## config.mk

```make
export PLATFORM = sky130hd
export DESIGN_NAME = int_dsp_linklayer_gen
export DESIGN_NICKNAME = d
export VERILOG_FILES = /design/src/rtl/int_dsp_linklayer_gen.sv
export SDC_FILE = /design/constraint.sdc
export NUM_CORES = 1
export LEC_CHECK = 0
export CELL_PAD_IN_SITES_DETAIL_PLACEMENT = 0
export CELL_PAD_IN_SITES_GLOBAL_PLACEMENT = 1
export CORE_MARGIN = 2
export CORE_UTILIZATION = 45
export CTS_BUF_LIST = sky130_fd_sc_hd__clkbuf_4 sky130_fd_sc_hd__clkbuf_8 sky130_fd_sc_hd__clkbuf_16
export CTS_CLUSTER_DIAMETER = 60
export DETAILED_ROUTE_END_ITERATION = 6
export PLACE_DENSITY = 0.88
export SETUP_SLACK_MARGIN = 0.05
export SLEW_MARGIN = 20
export SYNTH_ARGS = -nofsm -noshare
export SYNTH_HDL_FRONTEND = slang
export SYNTH_SLANG_ARGS = --single-unit
```

## constraint.sdc

```tcl
create_clock -name clk -period 1.7 [get_ports clk]
set_clock_uncertainty 0.05 [all_clocks]
set_input_delay 0.17 -clock clk [delete_from_list [all_inputs] [get_ports clk]]
set_output_delay 0.17 -clock clk [all_outputs]
set_load 0.005 [all_outputs]
```

## src/rtl/int_dsp_linklayer_gen.sv

```systemverilog
// Multi-channel FPGA->DSP interrupt generator: fixed-width pulses per channel, started by a
// software trigger or by a shared periodic tick, with retrigger policy, polarity and overrun flags.
module int_dsp_linklayer_gen #(
    parameter int N_CH       = 4,
    parameter int PULSE_LEN  = 200000,
    parameter int CNT_W      = 18,
    parameter int PERIOD     = 1562500,
    parameter int PER_W      = 21,
    parameter int RETRIG     = 1,
    parameter int ACTIVE_LOW = 0
) (
    input  logic            clk,
    input  logic            rst,
    input  logic            en,
    input  logic [N_CH-1:0] trig,
    input  logic [N_CH-1:0] periodic,
    input  logic [N_CH-1:0] clr_ovr,
    output logic [N_CH-1:0] int_out,
    output logic [N_CH-1:0] int_begin,
    output logic            tick,
    output logic [N_CH-1:0] ovr
);

    if ((64'd1 << CNT_W) <= 64'(PULSE_LEN)) begin : g_bad_cnt_w
        $error("CNT_W too narrow for PULSE_LEN");
    end
    if ((64'd1 << PER_W) <= 64'(PERIOD)) begin : g_bad_per_w
        $error("PER_W too narrow for PERIOD");
    end

    localparam logic             POL      = (ACTIVE_LOW != 0);
    localparam logic             RT       = (RETRIG != 0);
    localparam logic [PER_W-1:0] PER_LAST = PER_W'(PERIOD - 1);
    localparam logic [CNT_W-1:0] LEN      = CNT_W'(PULSE_LEN);

    typedef enum logic {ST_IDLE, ST_ACTIVE} ch_state_t;

    logic [PER_W-1:0] per_cnt;
    logic             tick_q;

    // Tick is registered off the terminal count, so it lands PERIOD cycles after en rises.
    always_ff @(posedge clk) begin
        if (rst || !en) begin
            per_cnt <= '0;
            tick_q  <= 1'b0;
        end else begin
            tick_q  <= (per_cnt == PER_LAST);
            per_cnt <= (per_cnt == PER_LAST) ? '0 : per_cnt + 1'b1;
        end
    end

    assign tick = tick_q;

    for (genvar i = 0; i < N_CH; i++) begin : g_ch
        ch_state_t        state_q, state_d;
        logic [CNT_W-1:0] cnt_q, cnt_d;
        logic             beg_q, beg_d;
        logic             ovr_q, ovr_d;
        logic             start;

        // A trigger coinciding with an enabled tick is one event, not two.
        assign start = trig[i] | (tick_q & periodic[i]);

        always_comb begin
            state_d = state_q;
            cnt_d   = cnt_q;
            beg_d   = 1'b0;
            ovr_d   = clr_ovr[i] ? 1'b0 : ovr_q;
            case (state_q)
                ST_IDLE: begin
                    if (start) begin
                        state_d = ST_ACTIVE;
                        cnt_d   = CNT_W'(1);
                        beg_d   = 1'b1;
                    end
                end
                ST_ACTIVE: begin
                    if (start) begin
                        ovr_d = 1'b1;
                    end
                    if (start && RT) begin
                        cnt_d = CNT_W'(1);
                        beg_d = 1'b1;
                    end else if (cnt_q == LEN) begin
                        state_d = ST_IDLE;
                    end else begin
                        cnt_d = cnt_q + 1'b1;
                    end
                end
                default: state_d = ST_IDLE;
            endcase
        end

        always_ff @(posedge clk) begin
            if (rst) begin
                state_q <= ST_IDLE;
                cnt_q   <= '0;
                beg_q   <= 1'b0;
                ovr_q   <= 1'b0;
            end else begin
                state_q <= state_d;
                cnt_q   <= cnt_d;
                beg_q   <= beg_d;
                ovr_q   <= ovr_d;
            end
        end

        assign int_out[i]   = (state_q == ST_ACTIVE) ^ POL;
        assign int_begin[i] = beg_q;
        assign ovr[i]       = ovr_q;
    end

endmodule
```

# ---- After elaboration in Yosys (flattened, before gate mapping)
# Cells that the tools add are included.
dict set report classes {
  order_cmp 0
  multipliers 0
  n_div 0
  eq_ne 13
  n_reduce_logical 7
  n_shift 0
  n_addsub 5
  n_bitwise 12
  mux 44
}
# op n
set op_table {}
lappend op_table {{$mux W18} 12}
lappend op_table {{$pmux W18 S2} 4}
lappend op_table {{$add A18 B1 Y18 const B} 4}
lappend op_table {{$eq A18 B18 Y1 const B} 4}
lappend op_table {{$mux W1} 24}
lappend op_table {{$add A21 B1 Y21 const B} 1}
lappend op_table {{$eq A21 B21 Y1 const B} 1}
lappend op_table {{$ne A3 B3 Y1 const B} 4}
lappend op_table {{$ne A2 B2 Y1 const B} 4}
lappend op_table {{$pmux W1 S2} 4}
lappend op_table {{$reduce_and A2 Y1} 4}
lappend op_table {{$and A1 B1 Y1} 4}
lappend op_table {{$not A1 Y1} 4}
lappend op_table {{$or A1 B1 Y1} 4}
lappend op_table {{$reduce_or A2 Y1} 1}
lappend op_table {{$logic_not A1 Y1} 1}
lappend op_table {{$logic_or A1 B1 Y1} 1}
dict set report totals {
  word_cells 99
  latch_bits 0
  ram_bits 0
  output_inout_bits 13
  regBits 106
  n_memories 0
  rom_bits 0
}

# ---- Logic depth before layout (Yosys ltp)
dict set report depth {
  ltp_word 4
  ltp_mapped 7
  ltp_nobuf 7
}

# ---- Least setup slack after synthesis
# OpenSTA, ideal clock, no wires.
dict set report synth_timing {
  path_type {register to register}
  startpoint {register per_cnt[0]}
  endpoint {register per_cnt[18]}
  n_path_buf 0
  slack_ns 0.112
  setup_time_ns 0.128
  stages_incl_launch_ff 7
  arrival_time_ns 1.410
  cell_sequence {dfxtp_1 -> ha_1 -> nand3_1 -> nor3_1 -> nand4_1 -> xor2_1 -> nor2_1}
}
dict set report synth_between {
  elab_chain_len 2
}
# element line
set synth_lines {}
lappend synth_lines {{start, declared} 38} ;# logic [PER_W-1:0] per_cnt;
lappend synth_lines {{start signal, assigned} 48} ;# per_cnt <= (per_cnt == PER_LAST) ? '0 : per_cnt + 1'b1;
lappend synth_lines {{parallel branches: the longest is 2 deep, another holds $add A21 B1 Y21} n/a}
# Parallel ways; which one is timed is not known.
# A chain may end at the register's enable or synchronous reset.

# ---- Worst setup path after layout
dict set report layout_timing {
  startpoint {register g_ch[1].cnt_q[2]}
  endpoint {register g_ch[1].cnt_q[1]}
}
dict set report layout_between {
  elab_chain_len 3
}
# element line
set layout_lines {}
lappend layout_lines {{start, declared} 56} ;# logic [CNT_W-1:0] cnt_q, cnt_d;
lappend layout_lines {{start signal, assigned} 102} ;# cnt_q <= cnt_d;
lappend layout_lines {{$eq A18 B18 Y1} 84} ;# end else if (cnt_q == LEN) begin
lappend layout_lines {{$ne A3 B3 Y1 (no source line)} n/a}
lappend layout_lines {{$reduce_and A2 Y1 (no source line)} n/a}
# No other way between the ends.

==> metrics.log <==
INFO  metric relSlewSlack = 72.58%
INFO  metric post-route-cell-area = 5911 µm²
INFO  metric achievable-frequency = roughly 620 MHz
INFO  metric layout.filler_cells = 878
INFO  metric routed-via-count = 3,835
INFO  metric arrival_time_at_the_worst_endpoint = between 1.5 and 2 ns
INFO  metric grt_start_max_net_pins = 18
INFO  metric area_growth_syn_to_layout = 23.70%
INFO  metric seq_area_frac_synth = between 40% and 50%
INFO  metric hold-worst-slack = 0.3522 ns
INFO  metric post-synth-top-count-cell = dfxtp_1
INFO  metric yosys_warnings = 0
INFO  metric multi_input_combinational_cell_area = between 2000 and 3000 µm²
INFO  metric clock_sink_count = 106
INFO  metric yosys-top-cells-area = dfxtp_1, xor2_1, nor2_1
INFO  metric tightestPinTransition = 0.4098 ns
INFO  metric detailedPlace.worstSlack = 0.01560 ns
INFO  metric routed_via_density = around 5.2
INFO  metric route.detailed.wl_per_inst = 13.23 µm
INFO  metric leakagePower = 2.113 nW
INFO  metric timing.final.hold_violations = 0
INFO  metric detail_route.drc_violations = 0
INFO  metric yosys_most_used_dff = dfxtp_1
INFO  metric crit_path_required_time = roughly 1.9 ns
INFO  metric grt_pass1_wl = 16,570 µm
INFO  metric fin_setup_tns = 0 ns
INFO  metric net_count_of_the_mapped_netlist = 567
INFO  metric p_per_area = 768.4 nW/µm²
INFO  metric critPathMaxFanout = 5
INFO  metric io-pin-count = 28
INFO  metric fin_nets = 625
INFO  metric cts.htree.levels = 3
INFO  metric holdBufCountCts = 0
INFO  metric cts_max_path_buffers = 2
INFO  metric dpl.hpwl = 6717 µm
INFO  metric syn_area = 4778 µm²
INFO  metric synth_largest_type_area_fraction = 44.41%
INFO  metric grt_antenna_before_repair = 0
INFO  metric dieWidth = 107.0 µm
INFO  metric hp-class = in -> reg
INFO  metric cts_tree = yes
INFO  metric rsz0062_at_grt = true
INFO  metric cts.clk_slew.worst_paths = around 0.090 ns
INFO  metric tritoncts.num_buffers = 9
INFO  metric dpl-instance-area = 5354 µm²
INFO  metric postSynthCellCount = 543
INFO  metric timing.final.setup_violations = 0
INFO  metric rows = 37
INFO  metric initial_core_util = a little under half
INFO  metric register_area = around 2200 µm²
INFO  metric design.die.area = 11,460 µm²
INFO  metric firstDrtPassIters = 4
INFO  metric slew_violations = 0
INFO  metric ys_types = 43
INFO  metric setup_slack = between 0.09 and 0.1 ns
INFO  metric async_flop_share = 0%
INFO  metric clk_root_buffer_cell = clkbuf_8
INFO  metric utilization = approximately 57%
INFO  metric synth_commonest_cells = dfxtp_1, nor2_1, xor2_1
INFO  metric result_of_the_run = finished clean
INFO  metric syn_area_per_cell = ~8.8 µm²
INFO  metric max-cap-violations = 0
INFO  metric power.ir.vdd_worst = around 0.47 mV
INFO  metric antenna_cells = 0
INFO  metric place.gp.congestion = 0.8277
INFO  metric share_of_layout_cells_above_drive_strength_1 = 20.66%
INFO  metric final_min_period_over_clock_period = a little over nine tenths
INFO  metric synth-seq-cells = approximately 110
INFO  metric antenna_violating_nets_post_route = 0
INFO  metric drt_iter0_markers = 124
INFO  metric critPathLaunchType = flop
INFO  metric fin_crit = 1.606 ns
INFO  metric dieHeight = 107.0 µm
INFO  metric timing.setup.critical_path_class = reg -> reg
INFO  metric totalWireLength = 9804 µm
INFO  metric insertion_delay_to_the_later_sink_of_the_worst_skew_pair = approximately 0.37 ns
INFO  metric number_of_global_route_vias_before_repair = roughly 3.7k
INFO  metric grt_usage = 17.74%
INFO  metric worst_setup_path_end_kind = flop
INFO  metric gr-total-overflow = 0
INFO  metric synth_top_area_cell = dfxtp_1
INFO  metric io_buffer_count = 27
INFO  metric synth_enable_flop_cells = 0
INFO  metric core_region_area = roughly 10,000 µm²
[flip-flops by register name (all words and copies together) (netlist names)]
name          count
g_ch.state_q      4
g_ch.cnt_q       72
g_ch.ovr_q        4
tick              1
g_ch.beg_q        4
per_cnt          21
[layout by cell type (no fill, tap or decap), types with 4 or more instances in the layout]
cell type / n
or3_1: 6
inv_1: 11
dfxtp_1: 82
nor4_4: 4
buf_4: 41
o21ai_0: 9
clkbuf_8: 11
nor3_1: 5
xor2_1: 60
clkdlybuf4s50_1: 27
ha_1: 7
and3_1: 15
buf_6: 4
nor4_2: 4
a21oi_1: 22
dfxtp_2: 21
and2_1: 4
nand2b_1: 13
o211ai_1: 4
xnor2_1: 19
mux2i_1: 4
nand3_2: 6
nand2_1: 23
nand3_1: 33
nand4_1: 25
nor2_1: 97
[per-layer routing]
| layer | global-route usage (%) | routed length [µm] | vias up |
|---|---|---|---|
| met1 | 23.24 | 4755 | 1830 |
| li1 | - | - | 1950 |
| met2 | 29.61 | 4695 | 45 |
| met4 | 4.082 | 112 | 0 |
| met5 | 0 | 0 | - |
| met3 | 4.195 | 240 | 10 |
[final cells by class]
| cell class | count | share of cell area [%] |
|---|---|---|
| multi-input cells | 397 | 44.94 |
| flip-flops and latches | 106 | 36.54 |
| repair buffers | 73 | 10.88 |
| well taps | 136 | 2.879 |
| clock buffers | 11 | 2.561 |
| clock inverters | 4 | 1.270 |
| inverters | 14 | 0.9314 |
[worst paths after layout]
kind	end	slack (ns)	cells after the start	start
max	g_ch[1].cnt_q[1]	0.09	4	g_ch[1].cnt_q[2]
min	tick	0.35	2	en
max reg2reg	g_ch[1].cnt_q[1]	0.09	4	g_ch[1].cnt_q[2]
min reg2reg	per_cnt[0]	0.39	1	per_cnt[0]
[power breakdown]
part,total (W),internal (W),switching [W]
registers,0.00254,0.00251,0.0000238
clock network,0.00173,0.000902,0.000827
logic,0.000277,0.000147,0.000129
[worst max-delay path, stage by stage (launching register included)]
cell	delay (ns)
dfxtp_2	0.33
or4_4	0.54
o31ai_4	0.31
mux2i_1	0.22
nor2_1	0.05
[per-stage QoR]
stage          instances  total power [W]
3_5_place_dp         717         0.002843
5_1_grt              741         0.004742
4_1_cts              732         0.004567
6_report             741         0.004541
3_3_place_gp         717         0.002837
2_1_floorplan        543         0.002731
[cells by family after synthesis]
logic type	Yosys count	share of synthesized area, %
and+or+nand+nor	261	28.46
DFF	106	44.41
xor gates and xnor gates	79	14.48
AOI/OAI and AO/OA	44	5.368
buffers and inverters	40	4.085
adders and majority gates	9	2.357
muxes	4	0.8379
[repair_timing]
action / in CTS / in global routing
pin swaps: 1 / 15
gates cloned: 0 / 0
buffers inserted: 0 / 9
endpoints found under the setup margin: 11 / 61
resized for setup: 6 / 65
(Power assumes the default switching activity.)
